`src/rtl/adc_decimator_pkg.sv`:
```
// -----------------------------------------------------------------------------
// adc_decimator_pkg
// Shared definitions for the ADC decimator and the ADC controller wrapper.
// It holds:
//   - the IAGC status codes, all 13 of them,
//   - the default largest decimation exponent,
//   - the FSM state type,
//   - a helper that returns the last sample index of a group of 2^k samples.
// -----------------------------------------------------------------------------
package adc_decimator_pkg;

   localparam int unsigned DEC_LOG2_MAX_DEF = 8;
   localparam int unsigned CNT_W            = 8;

   // IAGC status codes
   localparam int unsigned IAGC_RESET      = 0;
   localparam int unsigned IAGC_WAIT_INIT  = 1;
   localparam int unsigned IAGC_CFG_ADC    = 2;
   localparam int unsigned IAGC_SAMPLE     = 3;
   localparam int unsigned IAGC_COMPUTE    = 4;
   localparam int unsigned IAGC_CHECK_LOW  = 5;
   localparam int unsigned IAGC_CHECK_HIGH = 6;
   localparam int unsigned IAGC_INC_GAIN   = 7;
   localparam int unsigned IAGC_DEC_GAIN   = 8;
   localparam int unsigned IAGC_APPLY_GAIN = 9;
   localparam int unsigned IAGC_SETTLE     = 10;
   localparam int unsigned IAGC_SET_DEC    = 11;
   localparam int unsigned IAGC_ERROR      = 12;

   typedef enum logic [0:0] {
      ST_IDLE = 1'b0,
      ST_ACC  = 1'b1
   } dec_state_e;

   // Index of the last sample in a group of 2^k samples.
   // The index is taken modulo 256, so k=8 yields 255.
   function automatic logic [CNT_W-1:0] last_index(input logic [3:0] k_i);
      logic [CNT_W:0] n_v;
      n_v = 9'd1 << k_i;
      return 8'(n_v - 9'd1);
   endfunction

endpackage

```
`src/rtl/adc_dec_channel.sv`:
```
// -----------------------------------------------------------------------------
// adc_dec_channel
// Computes the result for one channel over a group of samples.
//
// Build-time option (macro ADC_DECIMATOR_AVERAGE_EN):
//   defined   : the result is the boxcar mean. The N samples are summed and the
//               sum is arithmetic-shifted right by k.
//   undefined : the result is the first sample of each group. Only that sample
//               is stored; no accumulator is built.
//
// Ports:
//   clk_i     clock, rising edge
//   rst_ni    asynchronous reset, active low
//   accept_i  a sample is taken this cycle; low clears any partial group
//   first_i   the sample is the first of its group
//   last_i    the sample is the last of its group
//   shift_i   decimation exponent k
//   sample_i  signed sample
//   result_o  group result, valid when accept_i & last_i (combinational)
// -----------------------------------------------------------------------------
module adc_dec_channel
   import adc_decimator_pkg::*;
#(
   parameter int DATA_SIZE    = 14,
   parameter int DEC_LOG2_MAX = DEC_LOG2_MAX_DEF
) (
   input  logic                 clk_i,
   input  logic                 rst_ni,
   input  logic                 accept_i,
   input  logic                 first_i,
   input  logic                 last_i,
   input  logic [3:0]           shift_i,
   input  logic [DATA_SIZE-1:0] sample_i,
   output logic [DATA_SIZE-1:0] result_o
);

   localparam int ACC_SIZE = DATA_SIZE + DEC_LOG2_MAX;

`ifdef ADC_DECIMATOR_AVERAGE_EN
   logic signed [ACC_SIZE-1:0] acc_q, acc_d, sum_s;

   // Running sum. The first sample of a group restarts the sum, so a stale
   // accumulator value never leaks into a new group.
   always_comb begin
      if (first_i) begin
         sum_s = ACC_SIZE'($signed(sample_i));
      end else begin
         sum_s = acc_q + ACC_SIZE'($signed(sample_i));
      end
      result_o = DATA_SIZE'(sum_s >>> shift_i);
      if (!accept_i || last_i) begin
         acc_d = '0;
      end else begin
         acc_d = sum_s;
      end
   end

   // Accumulator register
   always_ff @(posedge clk_i or negedge rst_ni) begin
      if (!rst_ni) begin
         acc_q <= '0;
      end else begin
         acc_q <= acc_d;
      end
   end
`else
   logic [DATA_SIZE-1:0] first_q, first_d;
   logic                 unused_cfg_s;

   assign unused_cfg_s = ^{last_i, shift_i, 8'(ACC_SIZE)};

   // Keep the first sample of the group. With N=1 the live sample is the result.
   always_comb begin
      if (!accept_i) begin
         first_d = '0;
      end else if (first_i) begin
         first_d = sample_i;
      end else begin
         first_d = first_q;
      end
      if (first_i) begin
         result_o = sample_i;
      end else begin
         result_o = first_q;
      end
   end

   // First-sample register
   always_ff @(posedge clk_i or negedge rst_ni) begin
      if (!rst_ni) begin
         first_q <= '0;
      end else begin
         first_q <= first_d;
      end
   end
`endif

endmodule

```
`src/rtl/adc_decimator.sv`:
```
// -----------------------------------------------------------------------------
// adc_decimator
// Decimates two ADC channels by N = 2^k. The block contains:
//   - an IDLE/ACC FSM driven by the IAGC status,
//   - an 8-bit sample counter,
//   - a valid/ready output holding register with a sticky overrun flag.
//
// Build-time option: macro ADC_DECIMATOR_AVERAGE_EN.
//   defined   : boxcar mean of each group
//   undefined : first sample of each group
//
// Ports:
//   i_sys_clock      clock, rising edge
//   i_reset_n        asynchronous reset, active low
//   i_iagc_status    IAGC state (RESET clears, SAMPLE runs, SET_DEC loads k)
//   i_adc_init_done  ADC controller configured
//   i_adc_data_ch1/2 one signed sample per clock per channel
//   i_dec_log2       requested decimation exponent
//   i_ready          downstream accepts the output this cycle
//   o_data_ch1/2     decimated samples
//   o_valid          output pair valid
//   o_overrun        sticky: a result was dropped
//   o_busy           FSM is in ACC
// -----------------------------------------------------------------------------
module adc_decimator
   import adc_decimator_pkg::*;
#(
   parameter int DATA_SIZE        = 14,
   parameter int IAGC_STATUS_SIZE = 4,
   parameter int DEC_LOG2_MAX     = DEC_LOG2_MAX_DEF
) (
   input  logic                        i_sys_clock,
   input  logic                        i_reset_n,
   input  logic [IAGC_STATUS_SIZE-1:0] i_iagc_status,
   input  logic                        i_adc_init_done,
   input  logic [DATA_SIZE-1:0]        i_adc_data_ch1,
   input  logic [DATA_SIZE-1:0]        i_adc_data_ch2,
   input  logic [3:0]                  i_dec_log2,
   input  logic                        i_ready,
   output logic [DATA_SIZE-1:0]        o_data_ch1,
   output logic [DATA_SIZE-1:0]        o_data_ch2,
   output logic                        o_valid,
   output logic                        o_overrun,
   output logic                        o_busy
);

   localparam logic [IAGC_STATUS_SIZE-1:0] ST_RESET   = IAGC_STATUS_SIZE'(IAGC_RESET);
   localparam logic [IAGC_STATUS_SIZE-1:0] ST_SAMPLE  = IAGC_STATUS_SIZE'(IAGC_SAMPLE);
   localparam logic [IAGC_STATUS_SIZE-1:0] ST_SET_DEC = IAGC_STATUS_SIZE'(IAGC_SET_DEC);
   localparam logic [3:0]                  K_MAX      = 4'(DEC_LOG2_MAX);

   dec_state_e           state_q, state_d;
   logic [3:0]           k_q, k_d;
   logic [CNT_W-1:0]     cnt_q, cnt_d;
   logic [DATA_SIZE-1:0] data1_q, data1_d, data2_q, data2_d;
   logic                 valid_q, valid_d, overrun_q, overrun_d, busy_q, busy_d;
   logic                 run_s, clear_s, first_s, last_s, load_s;
   logic [DATA_SIZE-1:0] res1_s, res2_s;

   // Sampling conditions. A sample is taken whenever the FSM is, or is about
   // to be, in ACC. This covers the IDLE->ACC transition cycle.
   always_comb begin
      run_s   = (i_iagc_status == ST_SAMPLE) && i_adc_init_done;
      clear_s = (i_iagc_status == ST_RESET);
      first_s = (cnt_q == 8'd0);
      last_s  = (cnt_q == last_index(k_q));
      load_s  = run_s && last_s;
   end

   adc_dec_channel #(
      .DATA_SIZE    (DATA_SIZE),
      .DEC_LOG2_MAX (DEC_LOG2_MAX)
   ) u_ch1 (
      .clk_i    (i_sys_clock),
      .rst_ni   (i_reset_n),
      .accept_i (run_s),
      .first_i  (first_s),
      .last_i   (last_s),
      .shift_i  (k_q),
      .sample_i (i_adc_data_ch1),
      .result_o (res1_s)
   );

   adc_dec_channel #(
      .DATA_SIZE    (DATA_SIZE),
      .DEC_LOG2_MAX (DEC_LOG2_MAX)
   ) u_ch2 (
      .clk_i    (i_sys_clock),
      .rst_ni   (i_reset_n),
      .accept_i (run_s),
      .first_i  (first_s),
      .last_i   (last_s),
      .shift_i  (k_q),
      .sample_i (i_adc_data_ch2),
      .result_o (res2_s)
   );

   // Next-state logic: FSM, k, counter and output handshake
   always_comb begin
      case (state_q)
         ST_IDLE: begin
            if (run_s) begin
               state_d = ST_ACC;
            end else begin
               state_d = ST_IDLE;
            end
         end
         ST_ACC: begin
            if (run_s) begin
               state_d = ST_ACC;
            end else begin
               state_d = ST_IDLE;
            end
         end
         default: begin
            state_d = ST_IDLE;
         end
      endcase
      busy_d = (state_d == ST_ACC);

      if ((state_q == ST_IDLE) && (i_iagc_status == ST_SET_DEC)) begin
         k_d = (i_dec_log2 > K_MAX) ? K_MAX : i_dec_log2;
      end else begin
         k_d = k_q;
      end

      // Leaving SAMPLE discards the partial group.
      if (!run_s) begin
         cnt_d = '0;
      end else if (last_s) begin
         cnt_d = '0;
      end else begin
         cnt_d = cnt_q + 8'd1;
      end

      data1_d   = data1_q;
      data2_d   = data2_q;
      valid_d   = valid_q;
      overrun_d = overrun_q;
      if (clear_s) begin
         data1_d   = '0;
         data2_d   = '0;
         valid_d   = 1'b0;
         overrun_d = 1'b0;
      end else if (load_s) begin
         // A held result still waiting for ready wins; the new one is dropped.
         if (!valid_q || i_ready) begin
            data1_d = res1_s;
            data2_d = res2_s;
            valid_d = 1'b1;
         end else begin
            overrun_d = 1'b1;
         end
      end else if (valid_q && i_ready) begin
         valid_d = 1'b0;
      end else begin
         valid_d = valid_q;
      end
   end

   // State and output registers
   always_ff @(posedge i_sys_clock or negedge i_reset_n) begin
      if (!i_reset_n) begin
         state_q   <= ST_IDLE;
         k_q       <= 4'd0;
         cnt_q     <= '0;
         data1_q   <= '0;
         data2_q   <= '0;
         valid_q   <= 1'b0;
         overrun_q <= 1'b0;
         busy_q    <= 1'b0;
      end else begin
         state_q   <= state_d;
         k_q       <= k_d;
         cnt_q     <= cnt_d;
         data1_q   <= data1_d;
         data2_q   <= data2_d;
         valid_q   <= valid_d;
         overrun_q <= overrun_d;
         busy_q    <= busy_d;
      end
   end

   assign o_data_ch1 = data1_q;
   assign o_data_ch2 = data2_q;
   assign o_valid    = valid_q;
   assign o_overrun  = overrun_q;
   assign o_busy     = busy_q;

endmodule

```
`config.mk`:
```
export PLATFORM = sky130hd
export DESIGN_NAME = adc_decimator
export DESIGN_NICKNAME = d
export VERILOG_FILES = /design/src/rtl/adc_decimator_pkg.sv /design/src/rtl/adc_dec_channel.sv /design/src/rtl/adc_decimator.sv
export SDC_FILE = /design/constraint.sdc
export NUM_CORES = 1
export LEC_CHECK = 0
export BUFFER_PORTS_ARGS = -buffer_cell sky130_fd_sc_hd__buf_2
export CAP_MARGIN = 40
export CORE_UTILIZATION = 54
export DETAILED_ROUTE_END_ITERATION = 7
export HOLD_SLACK_MARGIN = 0.02
export PLACE_DENSITY = 0.8
export SLEW_MARGIN = 10
export SYNTH_ARGS = -nofsm -noshare
export SYNTH_HDL_FRONTEND = slang
export SYNTH_SLANG_ARGS = --single-unit
```
`constraint.sdc`:
```
create_clock -name i_sys_clock -period 3.53 [get_ports i_sys_clock]
set_input_delay 0.5295 -clock i_sys_clock [delete_from_list [all_inputs] [get_ports i_sys_clock]]
set_output_delay 0.5295 -clock i_sys_clock [all_outputs]
set_load 0.05 [all_outputs]
```
Yosys cells after proc, flatten, opt, wreduce, memory -nomap -nowiden
Index checks and enable logic that the tools add are counted.
{"block": "totals", "reg_bits": 71, "in_bits": 40, "output_inout_bits": 31, "word_cells": 54}
{"block": "classes", "addsub": 2, "magnitude_cmp": 1, "n_eq_ne": 5, "n_shift": 1, "n_mux": 21, "bitwise_logic": 1, "reduce_logical": 14}
{"op": "two-way mux 14 bit", "n": 10}
{"op": "two-way mux 8 bit", "n": 2}
{"op": "adder 8 x 1 -> 8 bit, second input constant", "n": 1}
{"op": "== test 8 bit", "n": 1}
{"op": "zero test 8 bit", "n": 1}
{"op": "two-way mux 1 bit", "n": 8}
{"op": "left shift 1 x 4 -> 8 bit, first input constant", "n": 1}
{"op": "subtractor 8 x 1 -> 8 bit, second input constant", "n": 1}
{"op": "AND reduction 2 bit", "n": 3}
{"op": "== test 4 x 2 -> 1 bit, second input constant", "n": 1}
{"op": "== test 4 bit, second input constant", "n": 1}
{"op": "greater-than comparator 4 bit, second input constant", "n": 1}
{"op": "logical AND 1 bit", "n": 4}
{"op": "zero test 4 bit", "n": 1}
{"op": "two-way mux 4 bit", "n": 1}
{"op": "nonzero test 2 bit", "n": 2}
{"op": "!= test 3 x 2 -> 1 bit, second input constant", "n": 1}
{"op": "nonzero test 3 bit", "n": 1}
{"op": "!= test 2 bit, second input constant", "n": 1}
{"op": "zero test 1 bit", "n": 1}
{"op": "logical OR 1 bit", "n": 1}
{"op": "inverter 1 bit", "n": 1}

Depth between registers and ports, before layout
Gate-level depths: netlist of run 1.
{"block": "logic_depth", "depth_word": 6, "depth_mapped": 11, "ltp_nobuf": 8}

Modules after synthesis
Synthesis of run 1 repeated with hierarchy kept, for this count alone.
{"block": "hier_totals", "cells_unflattened": 309, "area_unflattened_um2": 3533.4}
{"module": "adc_decimator", "n_inst": 1, "cells_per_inst": 221, "area_each_um2": 2232.1, "seq_area_each_um2": 1076.0}
{"module": "adc_dec_channel", "n_inst": 2, "cells_per_inst": 44, "area_each_um2": 650.6, "seq_area_each_um2": 350.3}

Worst setup path after synthesis of run 1
No wires, ideal clock.
{"block": "synth_timing", "path_kind": "register to register", "startpoint": "register k_q[1]", "endpoint": "register data1_q[10] (netlist: o_data_ch1[10])", "setup_time_ps": 128, "t_arrival_ps": 2698, "required_ps": 3402, "setup_slack_ps": 704, "stages_incl_launch_ff": 12, "n_path_buf": 3, "period_less_slack_ps": 2826, "path_cell_list": "dfrtp_1 -> clkbuf_1 -> nor4_1 -> inv_1 -> ha_1 -> xnor2_1 -> or4_4 -> a2111oi_2 -> nand4_1 -> buf_6 -> buf_12 -> mux2i_1"}
{"block": "synth_via", "elab_chain_len": 6}
{"element": "from (decl)", "line": "adc_decimator.sv:53", "source": "logic [3:0] k_q, k_d;"}
{"element": "from (signal assigned)", "line": "adc_decimator.sv:174", "source": "k_q <= k_d;"}
{"element": "left shift 1 x 4 -> 8 bit", "line": "adc_decimator_pkg.sv:39", "source": "n_v = 9'd1 << k_i;"}
{"element": "subtractor 8 x 1 -> 8 bit", "line": "adc_decimator_pkg.sv:40", "source": "return 8'(n_v - 9'd1);"}
{"element": "== test 8 bit", "line": "adc_decimator.sv:66", "source": "last_s = (cnt_q == last_index(k_q));"}
{"element": "logical AND 1 bit", "line": "adc_decimator.sv:67", "source": "load_s = run_s && last_s;"}
{"element": "nonzero test 2 bit (no source line)"}
{"element": "AND reduction 2 bit (no source line)"}
{"element": "to (signal assigned)", "line": "adc_decimator.sv:176", "source": "data1_q <= data1_d;"}
{"element": "to (decl)", "line": "adc_decimator.sv:55", "source": "logic [DATA_SIZE-1:0] data1_q, data1_d, data2_q, data2_d;"}
No other way between the ends.
A chain may end at the register's enable or synchronous reset.

Final worst setup path of run 1
{"block": "layout_timing", "startpoint": "register k_q[3]", "endpoint": "register data1_q[11] (netlist: o_data_ch1[11])"}
The elaborated chain is that of the path after synthesis.

==> insert_results.sql, run 1 <==
INSERT INTO impl_metrics (metric_group, metric, value, unit) VALUES
('global_routing', 'grtUsageMet1', '29.23', '%'),
('drt', 'remaining_drc_errors', '0', ''),
('logic_synthesis', 'syn_area', '0.003187', 'sq mm'),
('logic_synthesis', 'postSynthRegisterBits', '71', ''),
('power', 'power_switching_share', '25.07', '%'),
('drt', 'detailedRoute.firstIterationViolations', '140', ''),
('global_routing', 'grt_use_met2', '41.57', '%'),
('global_routing', 'wire_length_of_the_first_global_routing_pass', '11190', 'um'),
('clock_network', 'post_cts_buffers', '0', ''),
('sta', 'maxClockFrequency', '315.0', 'MHz'),
('logic_synthesis', 'number_of_enable_flip_flop_cells_after_synthesis', '0', ''),
('logic_synthesis', 'syn_nets', '324', ''),
('clock_network', 'hold_buffers', '0', ''),
('global_routing', 'vias_in_the_first_global_route', '2370', ''),
('flow_run', 'maxCapViolations', '0', ''),
('logic_synthesis', 'yosysWarnings', '0', ''),
('critical_path', 'critPathMaxStageDelay', '530', 'ps'),
('placed_design', 'dp.final_hpwl', '4499', 'um'),
('drt', 'drtAntennaViolNets', '0', ''),
('clock_network', 'clock_buffers_created_by_tritoncts', '9', ''),
('logic_synthesis', 'synth.lib_cells_used.distinct', '41', ''),
('logic_synthesis', 'post_synth_inst_count', '281', ''),
('cells_and_area', 'drive_above_1_share', '27.45', '%'),
('placed_design', 'dp_slack', '368.6', 'ps'),
('clock_network', 'cts_tree', 'yes', ''),
('logic_synthesis', 'synthDominantCellAreaShare', '55.75', '%'),
('sta', 'finalMaxSlewViolations', '0', ''),
('power', 'vdd.ir_drop.worst', '0.0002841', 'V'),
('die', 'num_rows', '27', ''),
('critical_path', 'crit_family', 'simple AND/OR/NAND/NOR gates', ''),
('sta', 'worst_slew_slack_as_a_fraction_of_its_limit', '61.62', '%'),
('global_routing', 'groute.usage.overall', '24.12', '%'),
('clock_network', 'cts_buffer_depth', '2', ''),
('die', 'initial_utilization', '56.83', '%'),
('die', 'chipWidth', '78.82', 'um'),
('drt', 'wirelength', '6831', 'um'),
('global_routing', 'met3_use_gr', '8.276', '%'),
('logic_synthesis', 'synth_top_cells_by_area', 'sky130_fd_sc_hd__dfrtp_1, sky130_fd_sc_hd__mux2i_1, sky130_fd_sc_hd__nor2_1, sky130_fd_sc_hd__nand2_1, sky130_fd_sc_hd__xnor2_1', ''),
('logic_synthesis', 'synth.avg_cell_area', '11.34', 'sq um'),
('global_routing', 'grt-busiest-layer', 'met2', ''),
('cells_and_area', 'commonest_non_fill_non_tap_cell_in_the_layout', 'sky130_fd_sc_hd__dfrtp_1', ''),
('clock_network', 'ctsResizeCount', '0', ''),
('die', 'floorplan.die_area', '0.006213', 'sq mm'),
('cells_and_area', 'end_of_flow_core_utilization', '67.60', '%'),
('global_routing', 'antenna_violations_before_repair', '0', ''),
('drt', 'detailedRoute.firstPassIterationCount', '4', ''),
('cells_and_area', 'antenna_cells', '0', ''),
('power', 'power.density_cell_area', '427.4', 'mW/mm^2'),
('critical_path', 'worst_path_buf_inv', '2', ''),
('status', 'status', 'complete, no violations', ''),
('critical_path', 'slowest_stage', 'sky130_fd_sc_hd__dfrtp_1', ''),
('power', 'p_int', '0.001214', 'W'),
('die', 'coreArea', '0.005608', 'sq mm'),
('sta', 'finalHoldWorstSlack', '180.6', 'ps'),
('sta', 'grt_setup_unrepaired', 'false', ''),
('placed_design', 'gp_congestion', '0.8335', ''),
('drt', 'post_drt_via_cell_ratio', '5.436', ''),
('hold_path', 'worst_hold_path_type', 'in -> async', ''),
('clock_network', 'root_buffer', 'sky130_fd_sc_hd__clkbuf_8', ''),
('cells_and_area', 'finish.net_count', '396', ''),
('power', 'combinationalPowerShare', '9.0', '%'),
('logic_synthesis', 'yosysSeqAreaShare', '55.75', '%'),
('die', 'chipHeight', '78.82', 'um'),
('clock_network', 'path_clk_slew', '70', 'ps'),
('power', 'power_leakage', '2.031', 'nW'),
('sta', 'sum_of_negative_setup_slack', '0', 'ps'),
('sta', 'setup-violations-final', '0', ''),
('critical_path', 'crit_chain', 'nor4_1, inv_1, ha_1, xnor2_1, or4_4, a2111oi_2, nand4_1, buf_4, mux2i_1', ''),
('critical_path', 'start_kind', 'register', ''),
('sta', 'finalCritPeriodShare', '89.94', '%'),
('critical_path', 'timing.critical_path.required', '3790', 'ps');
-- stage by stage --
step	cells	instance area, sq um
CTS	429	3791
detailed placement	414	3603
finish	429	3791
floorplan	281	3187
global route	429	3791
global placement	413	3576
-- synth_stat cells, drive strengths merged, types with 2 or more instances --
library cell,count
inv,8
nor4,3
ha,3
and3,3
buf,6
dfrtp,71
nand3,4
mux2i,57
clkbuf,10
xnor2,6
nor2,35
xor2,2
nand4,2
nand3b,4
o21ai,4
nor3,9
and2,2
nand2,33
-- logic make-up after synthesis --
| logic type | Yosys count | synth area share [%] |
|---|---|---|
| XOR/XNOR | 8 | 2.199 |
| multiplexers | 58 | 18.26 |
| adder cells (fa/ha/maj) | 3 | 1.178 |
| AO/OA/AOI/OAI | 14 | 3.377 |
| buffers and inverters | 24 | 4.123 |
| flip-flops | 71 | 55.75 |
| AND/OR/NAND/NOR | 103 | 15.12 |
-- power groups by stage --
| stage | Clock, W | Sequential, W | Combinational (W) |
|---|---|---|---|
| after floorplan | 0 | 0.000853 | 0.0000979 |
| after global placement | 0 | 0.000866 | 0.000137 |
| final | 0.000621 | 0.000854 | 0.000145 |
| after detailed placement | 0 | 0.000868 | 0.000146 |
| after global routing | 0.000669 | 0.000856 | 0.000164 |
| after CTS | 0.000637 | 0.000852 | 0.000147 |
-- cell type report --
| class | instances | area [sq um] |
|---|---|---|
| Inverter | 8 | 30.03 |
| Tap cell | 72 | 90.09 |
| Clock buffer | 10 | 127.6 |
| Fill cell | 456 | 1817 |
| Sequential cell | 71 | 1777 |
| Clock inverter | 5 | 60.06 |
| Multi-Input combinational cell | 186 | 1284 |
| Timing Repair Buffer | 77 | 422.9 |
-- worst reg2reg max path, delay by kind of cell (launching register included) --
kind	cells	cell delay, ps
DFF	1	530
xor gates and xnor gates	1	180
adders and majority gates	1	280
AOI/OAI and AO/OA	1	400
muxes	1	210
and+or+nand+nor	3	1160
buffers and inverters	2	350
-- flip-flops by register name, summed over array words and instances, names as in the netlist --
register       cells
o_overrun          1
o_data_ch2        14
o_busy             1
k_q                4
cnt_q              8
o_valid            1
u_ch1.first_q     14
o_data_ch1        14
u_ch2.first_q     14
-- layer usage --
layer	vias to the layer above	share of wire, %
met3	8	6.0
met2	79	52
li1	1099	-
met5	-	0
met1	1146	42
met4	0	0.88
-- worst paths after layout --
| check | from | endpoint | slack (ps) | cells after the start |
|---|---|---|---|---|
| min in group i_sys_clock | i_dec_log2[2] | k_q[2]$_DFFE_PN0P_ | 440 | 3 |
| setup / recovery | k_q[3]$_DFFE_PN0P_ | o_data_ch1[11]$_DFFE_PN0P_ | 360 | 9 |
| setup reg to reg | k_q[3]$_DFFE_PN0P_ | o_data_ch1[11]$_DFFE_PN0P_ | 360 | 9 |
| max in group asynchronous | i_reset_n | o_valid$_DFFE_PN0P_ | 2370 | 2 |
| hold / removal | i_reset_n | o_data_ch2[8]$_DFFE_PN0P_ | 180 | 1 |
| hold reg to reg | o_overrun$_DFFE_PN0P_ | o_overrun$_DFFE_PN0P_ | 510 | 1 |
No activity file was read; power rests on OpenSTA's default activity.
==> run 2, diff against run 1 <==
--- a/config.mk
+++ b/config.mk
@@ -5,12 +5,13 @@
 export SDC_FILE = /design/constraint.sdc
 export NUM_CORES = 1
 export LEC_CHECK = 0
-export BUFFER_PORTS_ARGS = -buffer_cell sky130_fd_sc_hd__buf_2
 export CAP_MARGIN = 40
-export CORE_UTILIZATION = 54
+export CORE_UTILIZATION = 62
 export DETAILED_ROUTE_END_ITERATION = 7
+export DONT_BUFFER_PORTS = 1
 export HOLD_SLACK_MARGIN = 0.02
-export PLACE_DENSITY = 0.8
+export PLACE_DENSITY = 0.78
+export SKIP_LAST_GASP = 1
 export SLEW_MARGIN = 10
 export SYNTH_ARGS = -nofsm -noshare
 export SYNTH_HDL_FRONTEND = slang
==> constraint.sdc (replaced) <==
create_clock -name i_sys_clock -period 3.53 [get_ports i_sys_clock]
set_input_delay 0.1765 -clock i_sys_clock [delete_from_list [all_inputs] [get_ports i_sys_clock]]
set_output_delay 0.1765 -clock i_sys_clock [all_outputs]
set_load 0.05 [all_outputs]
==> run 2 against run 1 <==
Clock skew rose by 2.6 ps. Via count fell by 6.9%. Combinational power shrank 4%. Final cell count down 12%. Highest routed layer unchanged. Sequential power is essentially flat. Maximum frequency rose by 2.4%. Utilization increased by 7.6 points. Total power fell by 3.6%.
==> insert_results.sql, run 2 (synthesized netlist as in run 1, its figures left out) <==
INSERT INTO impl_metrics (metric_group, metric, value, unit) VALUES
('status', 'status', 'complete, no violations', ''),
('placed_design', 'gp_congestion', '0.7884', ''),
('sta', 'finClkSkew', '11.54', 'ps'),
('critical_path', 'worst-path-stages', '8', ''),
('critical_path', 'crit_chain', 'nor4_1, inv_1, ha_1, xnor2_1, or4_4, a2111oi_2, and3_1, a32o_1', ''),
('placed_design', 'buffer_ports.inserted', '0', ''),
('cells_and_area', 'areaGrowthSynthToFinish', '14.49', '%'),
('sta', 'finalCritPeriodShare', '87.83', '%'),
('cells_and_area', 'drive_above_1_share', '9.355', '%'),
('drt', 'detailedRoute.firstIterationViolations', '168', ''),
('power', 'power.density_cell_area', '427.9', 'mW/mm^2'),
('die', 'initial_utilization', '65.73', '%'),
('sta', 'grt_setup_unrepaired', 'false', ''),
('critical_path', 'start_kind', 'register', ''),
('global_routing', 'grt_max_degree', '72', ''),
('sta', 'min_period', '3100', 'ps'),
('clock_network', 'clk-insertion-delay-late', '350', 'ps'),
('global_routing', 'vias_in_the_first_global_route', '2236', ''),
('die', 'coreArea', '0.004848', 'sq mm'),
('clock_network', 'cts_buffer_depth', '2', ''),
('sta', 'final_number_of_hold_violating_endpoints', '0', ''),
('die', 'chipHeight', '73.70', 'um'),
('critical_path', 'worst_setup_path_end_kind', 'register', ''),
('clock_network', 'post_cts_buffers', '0', ''),
('sta', 'maxClockFrequency', '322.6', 'MHz'),
('sta', 'finalHoldWorstSlack', '26.10', 'ps'),
('sta', 'worst_pin_slew', '954.0', 'ps'),
('placed_design', 'dp.final_hpwl', '3862', 'um'),
('hold_path', 'worst_hold_path_type', 'in -> reg', ''),
('sta', 'worst_slew_slack_as_a_fraction_of_its_limit', '35.50', '%'),
('critical_path', 'worst-endpoint-arrival', '3380', 'ps'),
('critical_path', 'timing.critical_path.required', '3810', 'ps'),
('global_routing', 'groute.usage.overall', '26.67', '%'),
('drt', 'remaining_drc_errors', '0', ''),
('critical_path', 'timing.setup.critical_path_class', 'reg -> reg', ''),
('die', 'floorplan.die_area', '0.005431', 'sq mm'),
('sta', 'timing.final.ws_setup', '429.7', 'ps'),
('drt', 'detailedRoute.firstPassIterationCount', '4', ''),
('global_routing', 'antenna_violations_before_repair', '0', ''),
('cells_and_area', 'commonest_non_fill_non_tap_cell_in_the_layout', 'sky130_fd_sc_hd__dfrtp_1', ''),
('critical_path', 'worst_path_buf_inv', '1', ''),
('power', 'vdd.ir_drop.worst', '0.0003368', 'V'),
('critical_path', 'worst_r2r_startpoint', 'k_q[3]$_DFFE_PN0P_', ''),
('critical_path', 'timing.critical_path.from', 'k_q[3]$_DFFE_PN0P_', ''),
('clock_network', 'ctsResizeCount', '0', ''),
('sta', 'finalMaxSlewViolations', '0', ''),
('clock_network', 'cts_tree', 'yes', ''),
('critical_path', 'worst-r2r-setup-slack', '430', 'ps'),
('critical_path', 'reg2regPathDepth', '8', ''),
('critical_path', 'setup.worst_path.end', 'o_overrun$_DFFE_PN0P_', ''),
('clock_network', 'root_buffer', 'sky130_fd_sc_hd__clkbuf_8', ''),
('critical_path', 'crit_family', 'simple AND/OR/NAND/NOR gates', ''),
('power', 'finalPower', '0.001561', 'W'),
('critical_path', 'path_max_fanout', '14', ''),
('cells_and_area', 'final_cell_mix', 'sky130_fd_sc_hd__dfrtp_1, sky130_fd_sc_hd__mux2i_1, sky130_fd_sc_hd__nor2_1, sky130_fd_sc_hd__nand2_1, sky130_fd_sc_hd__dlygate4sd3_1', ''),
('flow_run', 'maxCapViolations', '0', ''),
('placed_design', 'dp_slack', '489.4', 'ps'),
('sta', 'sum_of_negative_setup_slack', '0', 'ps'),
('clock_network', 'htree_levels', '3', ''),
('sta', 'setup-violations-final', '0', ''),
('power', 'power_leakage', '1.790', 'nW'),
('drt', 'wirelength', '6544', 'um'),
('die', 'chipWidth', '73.70', 'um'),
('global_routing', 'grt_overflow_total', '0', ''),
('critical_path', 'worst_r2r_endpoint', 'o_overrun$_DFFE_PN0P_', ''),
('clock_network', 'path_clk_slew', '80', 'ps'),
('cells_and_area', 'antenna_cells', '0', ''),
('drt', 'count_of_vias_placed_by_the_detailed_router', '2172', ''),
('drt', 'wl_per_cell', '17.36', 'um'),
('global_routing', 'wire_length_of_the_first_global_routing_pass', '10530', 'um'),
('drt', 'drtAntennaViolNets', '0', ''),
('die', 'num_rows', '25', ''),
('cells_and_area', 'end_of_flow_core_utilization', '75.25', '%'),
('clock_network', 'cts_num_sinks', '71', ''),
('die', 'design.portCount', '71', ''),
('clock_network', 'clock_buffers_created_by_tritoncts', '9', ''),
('critical_path', 'slowest_stage', 'sky130_fd_sc_hd__dfrtp_1', ''),
('cells_and_area', 'finish.net_count', '348', ''),
('critical_path', 'critPathMaxStageDelay', '520', 'ps'),
('drt', 'post_drt_via_cell_ratio', '5.761', '');
==> run 2: changes by cell type in the layout (fill, tap and decap cells not counted), moves of 2 or more <==
cell | previous run | this run
sky130_fd_sc_hd__buf_2 | 70 | 0
sky130_fd_sc_hd__dlygate4sd3_1 | 0 | 23
sky130_fd_sc_hd__clkinv_2 | 1 | 3
sky130_fd_sc_hd__buf_4 | 6 | 4
==> run 2: worst reg2reg max path: stages, from the launching register on <==
cell and delay [ps]:
sky130_fd_sc_hd__dfrtp_1 520, sky130_fd_sc_hd__nor4_1 410, sky130_fd_sc_hd__inv_1 90, sky130_fd_sc_hd__ha_1 280, sky130_fd_sc_hd__xnor2_1 170, sky130_fd_sc_hd__or4_4 490
sky130_fd_sc_hd__a2111oi_2 400, sky130_fd_sc_hd__and3_1 450, sky130_fd_sc_hd__a32o_1 230
==> run 2: worst min-delay path by stage <==
stage | end | startpoint | slack (ps) | depth (start not counted)
after floorplan | cnt_q[0]$_DFF_PN0_ | i_reset_n | -120 | 0
after global routing | u_ch2.first_q[5]$_DFF_PN0_ | i_adc_data_ch2[5] | 30 | 2
after global placement | o_busy$_DFF_PN0_ | i_reset_n | -120 | 0
after CTS | u_ch1.first_q[3]$_DFF_PN0_ | i_adc_data_ch1[3] | 20 | 2
final | u_ch2.first_q[10]$_DFF_PN0_ | i_adc_data_ch2[10] | 30 | 2
after detailed placement | k_q[1]$_DFFE_PN0P_ | i_reset_n | -120 | 0
==> run 2: report_power, final <==
part,switching [W],internal (W),total (W)
clock network,0.000311,0.000254,0.000565
logic,0.0000723,0.0000670,0.000139
registers,0.0000308,0.000826,0.000857
==> run 2: repair_timing <==
action,CTS,global route
hold buffers,24,0
endpoints found under the hold margin,93,0
endpoints found under the setup margin,0,0
==> run 2: final cells by class <==
class / count / area [sq um]
inverter: 8 / 30.03
sequential: 71 / 1777
multi-input combinational: 186 / 1284
clock inverter: 7 / 47.55
fill: 340 / 1200
timing repair buffer: 29 / 302.8
clock buffer: 9 / 123.9
tap: 67 / 83.83
==> run 2: through the flow <==
stage | instance area [sq um] | instances
after floorplan | 3187 | 281
after global placement | 3204 | 336
after detailed placement | 3219 | 337
after CTS | 3649 | 377
after global routing | 3649 | 377
final | 3649 | 377
==> run 2: layer usage <==
| metal | vias up | share of wire, % | track usage, % |
|---|---|---|---|
| met3 | 10 | 7.0 | 10.70 |
| met4 | 0 | 1.5 | 9.615 |
| met1 | 1083 | 41 | 32.16 |
| met5 | - | 0 | 0 |
| li1 | 1008 | - | - |
| met2 | 71 | 50 | 43.32 |
==> run 3, diff against run 2 <==
--- a/config.mk
+++ b/config.mk
@@ -5,12 +5,14 @@
 export SDC_FILE = /design/constraint.sdc
 export NUM_CORES = 1
 export LEC_CHECK = 0
+export ABC_AREA = 1
 export CAP_MARGIN = 40
-export CORE_UTILIZATION = 62
+export CORE_MARGIN = 2
+export CORE_UTILIZATION = 63
 export DETAILED_ROUTE_END_ITERATION = 7
 export DONT_BUFFER_PORTS = 1
 export HOLD_SLACK_MARGIN = 0.02
-export PLACE_DENSITY = 0.78
+export PLACE_DENSITY = 0.79
 export SKIP_LAST_GASP = 1
 export SLEW_MARGIN = 10
 export SYNTH_ARGS = -nofsm -noshare
==> run 3 against run 2 <==
Combinational power grew 8%. Sequential cell count is the same. Hold slack improved by 37 ps. Clock-buffer cell count stayed put. Critical path type unchanged. Largest power group unchanged.
==> insert_results.sql, run 3 <==
INSERT INTO impl_metrics (metric_group, metric, value, unit) VALUES
('logic_synthesis', 'synth_commonest_cells', 'sky130_fd_sc_hd__nand2_1, sky130_fd_sc_hd__inv_1, sky130_fd_sc_hd__dfrtp_1', ''),
('clock_network', 'clk-insertion-delay-late', '360', 'ps'),
('die', 'floorplan.die_area', '0.006172', 'sq mm'),
('power', 'power.density_cell_area', '443.2', 'mW/mm^2'),
('critical_path', 'worst_path_buf_inv', '2', ''),
('die', 'initial_utilization', '64.39', '%'),
('logic_synthesis', 'postSynthRegisterBits', '71', ''),
('clock_network', 'cts_tree', 'yes', ''),
('placed_design', 'dp_slack', '1072', 'ps'),
('power', 'finalPower', '0.001712', 'W'),
('critical_path', 'timing.setup.critical_path_class', 'reg -> reg', ''),
('logic_synthesis', 'yosysSeqAreaShare', '50.73', '%'),
('logic_synthesis', 'post_synth_inst_count', '436', ''),
('global_routing', 'grt_max_degree', '72', ''),
('global_routing', 'wire_length_of_the_first_global_routing_pass', '13030', 'um'),
('die', 'design.portCount', '71', ''),
('power', 'vdd.ir_drop.worst', '0.0003638', 'V'),
('sta', 'min_period', '2500', 'ps'),
('sta', 'finClkSkew', '11.34', 'ps'),
('critical_path', 'crit_chain', 'nor2_2, nand3_1, ha_1, inv_1, nand2_1, nand2_1, nor2_1, nand2_1, nor2_1, nand3_1, nor2_2, nand3_1, buf_4, nand3_1, nand2_1', ''),
('clock_network', 'path_clk_slew', '80', 'ps'),
('sta', 'grt_setup_unrepaired', 'false', ''),
('sta', 'worst_slew_slack_as_a_fraction_of_its_limit', '65.40', '%'),
('logic_synthesis', 'synth.lib_cells_used.distinct', '26', ''),
('logic_synthesis', 'yosysTopAreaCell', 'sky130_fd_sc_hd__dfrtp_1', ''),
('drt', 'count_of_vias_placed_by_the_detailed_router', '2805', ''),
('clock_network', 'clock_buffers_created_by_tritoncts', '9', ''),
('cells_and_area', 'antenna_cells', '0', ''),
('clock_network', 'cts_buffer_depth', '2', ''),
('placed_design', 'dp.final_hpwl', '4805', 'um'),
('flow_run', 'maxCapViolations', '0', ''),
('cells_and_area', 'areaGrowthSynthToFinish', '10.29', '%'),
('cells_and_area', 'final.fill_count', '438', ''),
('die', 'chipWidth', '78.56', 'um'),
('cells_and_area', 'drive_above_1_share', '6.818', '%'),
('sta', 'sum_of_negative_setup_slack', '0', 'ps'),
('critical_path', 'worst-r2r-setup-slack', '1030', 'ps'),
('logic_synthesis', 'synth.avg_cell_area', '8.032', 'sq um'),
('clock_network', 'root_buffer', 'sky130_fd_sc_hd__clkbuf_8', ''),
('critical_path', 'worst_r2r_startpoint', 'k_q[3]$_DFFE_PN0P_', ''),
('drt', 'post_drt_via_cell_ratio', '5.479', ''),
('clock_network', 'cts_num_sinks', '71', ''),
('logic_synthesis', 'yosysWarnings', '0', ''),
('sta', 'finalCritPeriodShare', '70.83', '%'),
('power', 'power_leakage', '1.955', 'nW'),
('hold_path', 'holdPathStages', '2', ''),
('sta', 'worst_pin_slew', '519.0', 'ps'),
('logic_synthesis', 'ys_async_sr_fraction', '100.0', '%'),
('global_routing', 'antenna_violations_before_repair', '0', ''),
('sta', 'maxClockFrequency', '400.0', 'MHz'),
('hold_path', 'hold-path-endpoint', 'k_q[1]$_DFFE_PN0P_', ''),
('drt', 'remaining_drc_errors', '0', ''),
('sta', 'finalMaxSlewViolations', '0', ''),
('critical_path', 'path_max_fanout', '22', ''),
('logic_synthesis', 'synthDominantCellAreaShare', '50.73', '%'),
('cells_and_area', 'commonest_non_fill_non_tap_cell_in_the_layout', 'sky130_fd_sc_hd__nand2_1', ''),
('critical_path', 'worst_r2r_endpoint', 'o_data_ch1[5]$_DFFE_PN0P_', ''),
('sta', 'setup-violations-final', '0', ''),
('global_routing', 'grt_overflow_total', '0', ''),
('sta', 'timing.final.ws_setup', '1030', 'ps'),
('die', 'num_rows', '27', ''),
('critical_path', 'timing.critical_path.required', '3780', 'ps'),
('drt', 'detailedRoute.firstPassIterationCount', '4', ''),
('die', 'coreArea', '0.005439', 'sq mm'),
('global_routing', 'vias_in_the_first_global_route', '2783', ''),
('logic_synthesis', 'syn_nets', '479', ''),
('logic_synthesis', 'synth_most_common_cell', 'sky130_fd_sc_hd__nand2_1', ''),
('global_routing', 'groute.usage.overall', '27.06', '%'),
('cells_and_area', 'finish.net_count', '478', ''),
('placed_design', 'gp_congestion', '0.8749', ''),
('sta', 'finalHoldWorstSlack', '63.07', 'ps'),
('logic_synthesis', 'synth_top_cells_by_area', 'sky130_fd_sc_hd__dfrtp_1, sky130_fd_sc_hd__nand2_1, sky130_fd_sc_hd__inv_1, sky130_fd_sc_hd__nand3_1, sky130_fd_sc_hd__o21a_1', ''),
('critical_path', 'start_kind', 'register', ''),
('critical_path', 'critPathMaxStageDelay', '440', 'ps'),
('status', 'status', 'complete, no violations', ''),
('drt', 'wirelength', '7708', 'um'),
('hold_path', 'worst_hold_path_type', 'in -> reg', ''),
('placed_design', 'buffer_ports.inserted', '0', ''),
('clock_network', 'post_cts_buffers', '0', ''),
('critical_path', 'reg2regPathDepth', '15', ''),
('drt', 'wl_per_cell', '15.05', 'um'),
('sta', 'final_number_of_hold_violating_endpoints', '0', ''),
('critical_path', 'slowest_stage', 'sky130_fd_sc_hd__dfrtp_1', ''),
('logic_synthesis', 'ys.flop_type', 'sky130_fd_sc_hd__dfrtp_1', ''),
('cells_and_area', 'final_cell_mix', 'sky130_fd_sc_hd__nand2_1, sky130_fd_sc_hd__inv_1, sky130_fd_sc_hd__dfrtp_1, sky130_fd_sc_hd__nor2_1, sky130_fd_sc_hd__nand3_1', ''),
('drt', 'detailedRoute.firstIterationViolations', '195', ''),
('critical_path', 'crit_family', 'simple AND/OR/NAND/NOR gates', ''),
('hold_path', 'holdCritStartpoint', 'i_iagc_status[2]', ''),
('critical_path', 'worst-endpoint-arrival', '2750', 'ps'),
('critical_path', 'worst_setup_path_end_kind', 'register', ''),
('clock_network', 'htree_levels', '3', ''),
('critical_path', 'worst-path-stages', '15', ''),
('drt', 'drtAntennaViolNets', '0', ''),
('logic_synthesis', 'syn_area', '0.003502', 'sq mm'),
('logic_synthesis', 'number_of_enable_flip_flop_cells_after_synthesis', '0', ''),
('die', 'chipHeight', '78.56', 'um');
==> run 3: cell count changes after synthesis, sizes merged, moves of 5 or more <==
cell	before	now
mux2i	57	0
nor2	35	45
nand2	33	89
o21a	1	26
nand3	4	40
xnor2	6	1
inv	8	78
buf	6	12
nand4	2	29
==> run 3: logic make-up after synthesis <==
| kind of cell | share of synthesized area, % |
|---|---|
| adders and majority gates | 1.072 |
| and+or+nand+nor | 27.37 |
| buffers and inverters | 11.83 |
| DFF | 50.73 |
| xor gates and xnor gates | 1.501 |
| AOI/OAI and AO/OA | 7.503 |
==> run 3: worst reg2reg max path, cell delays in order (launching register included) <==
cell and delay (ps):
sky130_fd_sc_hd__dfrtp_1 440, sky130_fd_sc_hd__nor2_2 250, sky130_fd_sc_hd__nand3_1 120, sky130_fd_sc_hd__ha_1 310, sky130_fd_sc_hd__inv_1 40, sky130_fd_sc_hd__nand2_1 50
sky130_fd_sc_hd__nand2_1 40, sky130_fd_sc_hd__nor2_1 90, sky130_fd_sc_hd__nand2_1 50, sky130_fd_sc_hd__nor2_1 70, sky130_fd_sc_hd__nand3_1 80, sky130_fd_sc_hd__nor2_2 100
sky130_fd_sc_hd__nand3_1 240, sky130_fd_sc_hd__buf_4 310, sky130_fd_sc_hd__nand3_1 110, sky130_fd_sc_hd__nand2_1 70
==> run 3: worst max path at each step <==
stage                       startpoint                          to  slack [ps]
finish              k_q[3]$_DFFE_PN0P_   o_data_ch1[5]$_DFFE_PN0P_        1030
global route        k_q[3]$_DFFE_PN0P_   o_data_ch2[1]$_DFFE_PN0P_         830
CTS                 k_q[3]$_DFFE_PN0P_   o_data_ch1[5]$_DFFE_PN0P_        1050
detailed placement  k_q[3]$_DFFE_PN0P_   o_data_ch1[5]$_DFFE_PN0P_        1070
global placement    k_q[3]$_DFFE_PN0P_  o_data_ch1[11]$_DFFE_PN0P_        1120
floorplan           k_q[3]$_DFFE_PN0P_   o_data_ch1[0]$_DFFE_PN0P_        1430
==> run 3: cell type report <==
cell class	instances	area, sq um	share of cell area (%)
flip-flops and latches	71	1777	46.00
multi-input cells	262	1314	34.01
inverters	78	292.8	7.580
repair buffers	13	170.2	4.406
clock buffers	9	123.9	3.207
clock inverters	7	95.09	2.462
well taps	72	90.09	2.332
==> run 3: metrics by stage <==
| step | util (%) | instances | area (sq um) |
|---|---|---|---|
| 2_1_floorplan | - | 436 | 3502 |
| 3_3_place_gp | 64.55 | 488 | 3511 |
| 3_5_place_dp | 65.56 | 490 | 3566 |
| 4_1_cts | 71.01 | 512 | 3862 |
| 5_1_grt | 71.01 | 512 | 3862 |
| 6_report | 71.01 | 512 | 3862 |
==> run 3: layer usage <==
metal	routed length (um)	part of all wire, %	GRT usage (%)
met5	0	0	0
met4	62	0.80	6.842
met3	612	7.9	9.770
met2	3911	51	45.64
met1	3121	40	33.08
==> run 3: timing repair <==
item / in CTS / in global routing
endpoints found under the hold margin: 75 / 0
gates resized for setup: 0 / 0
hold buffers: 6 / 0
==> run 3: power by group <==
group | internal (W) | total, W | switching, W
clock | 0.000399 | 0.000723 | 0.000324
sequential | 0.000824 | 0.000839 | 0.0000150
combinational | 0.0000562 | 0.000150 | 0.0000938
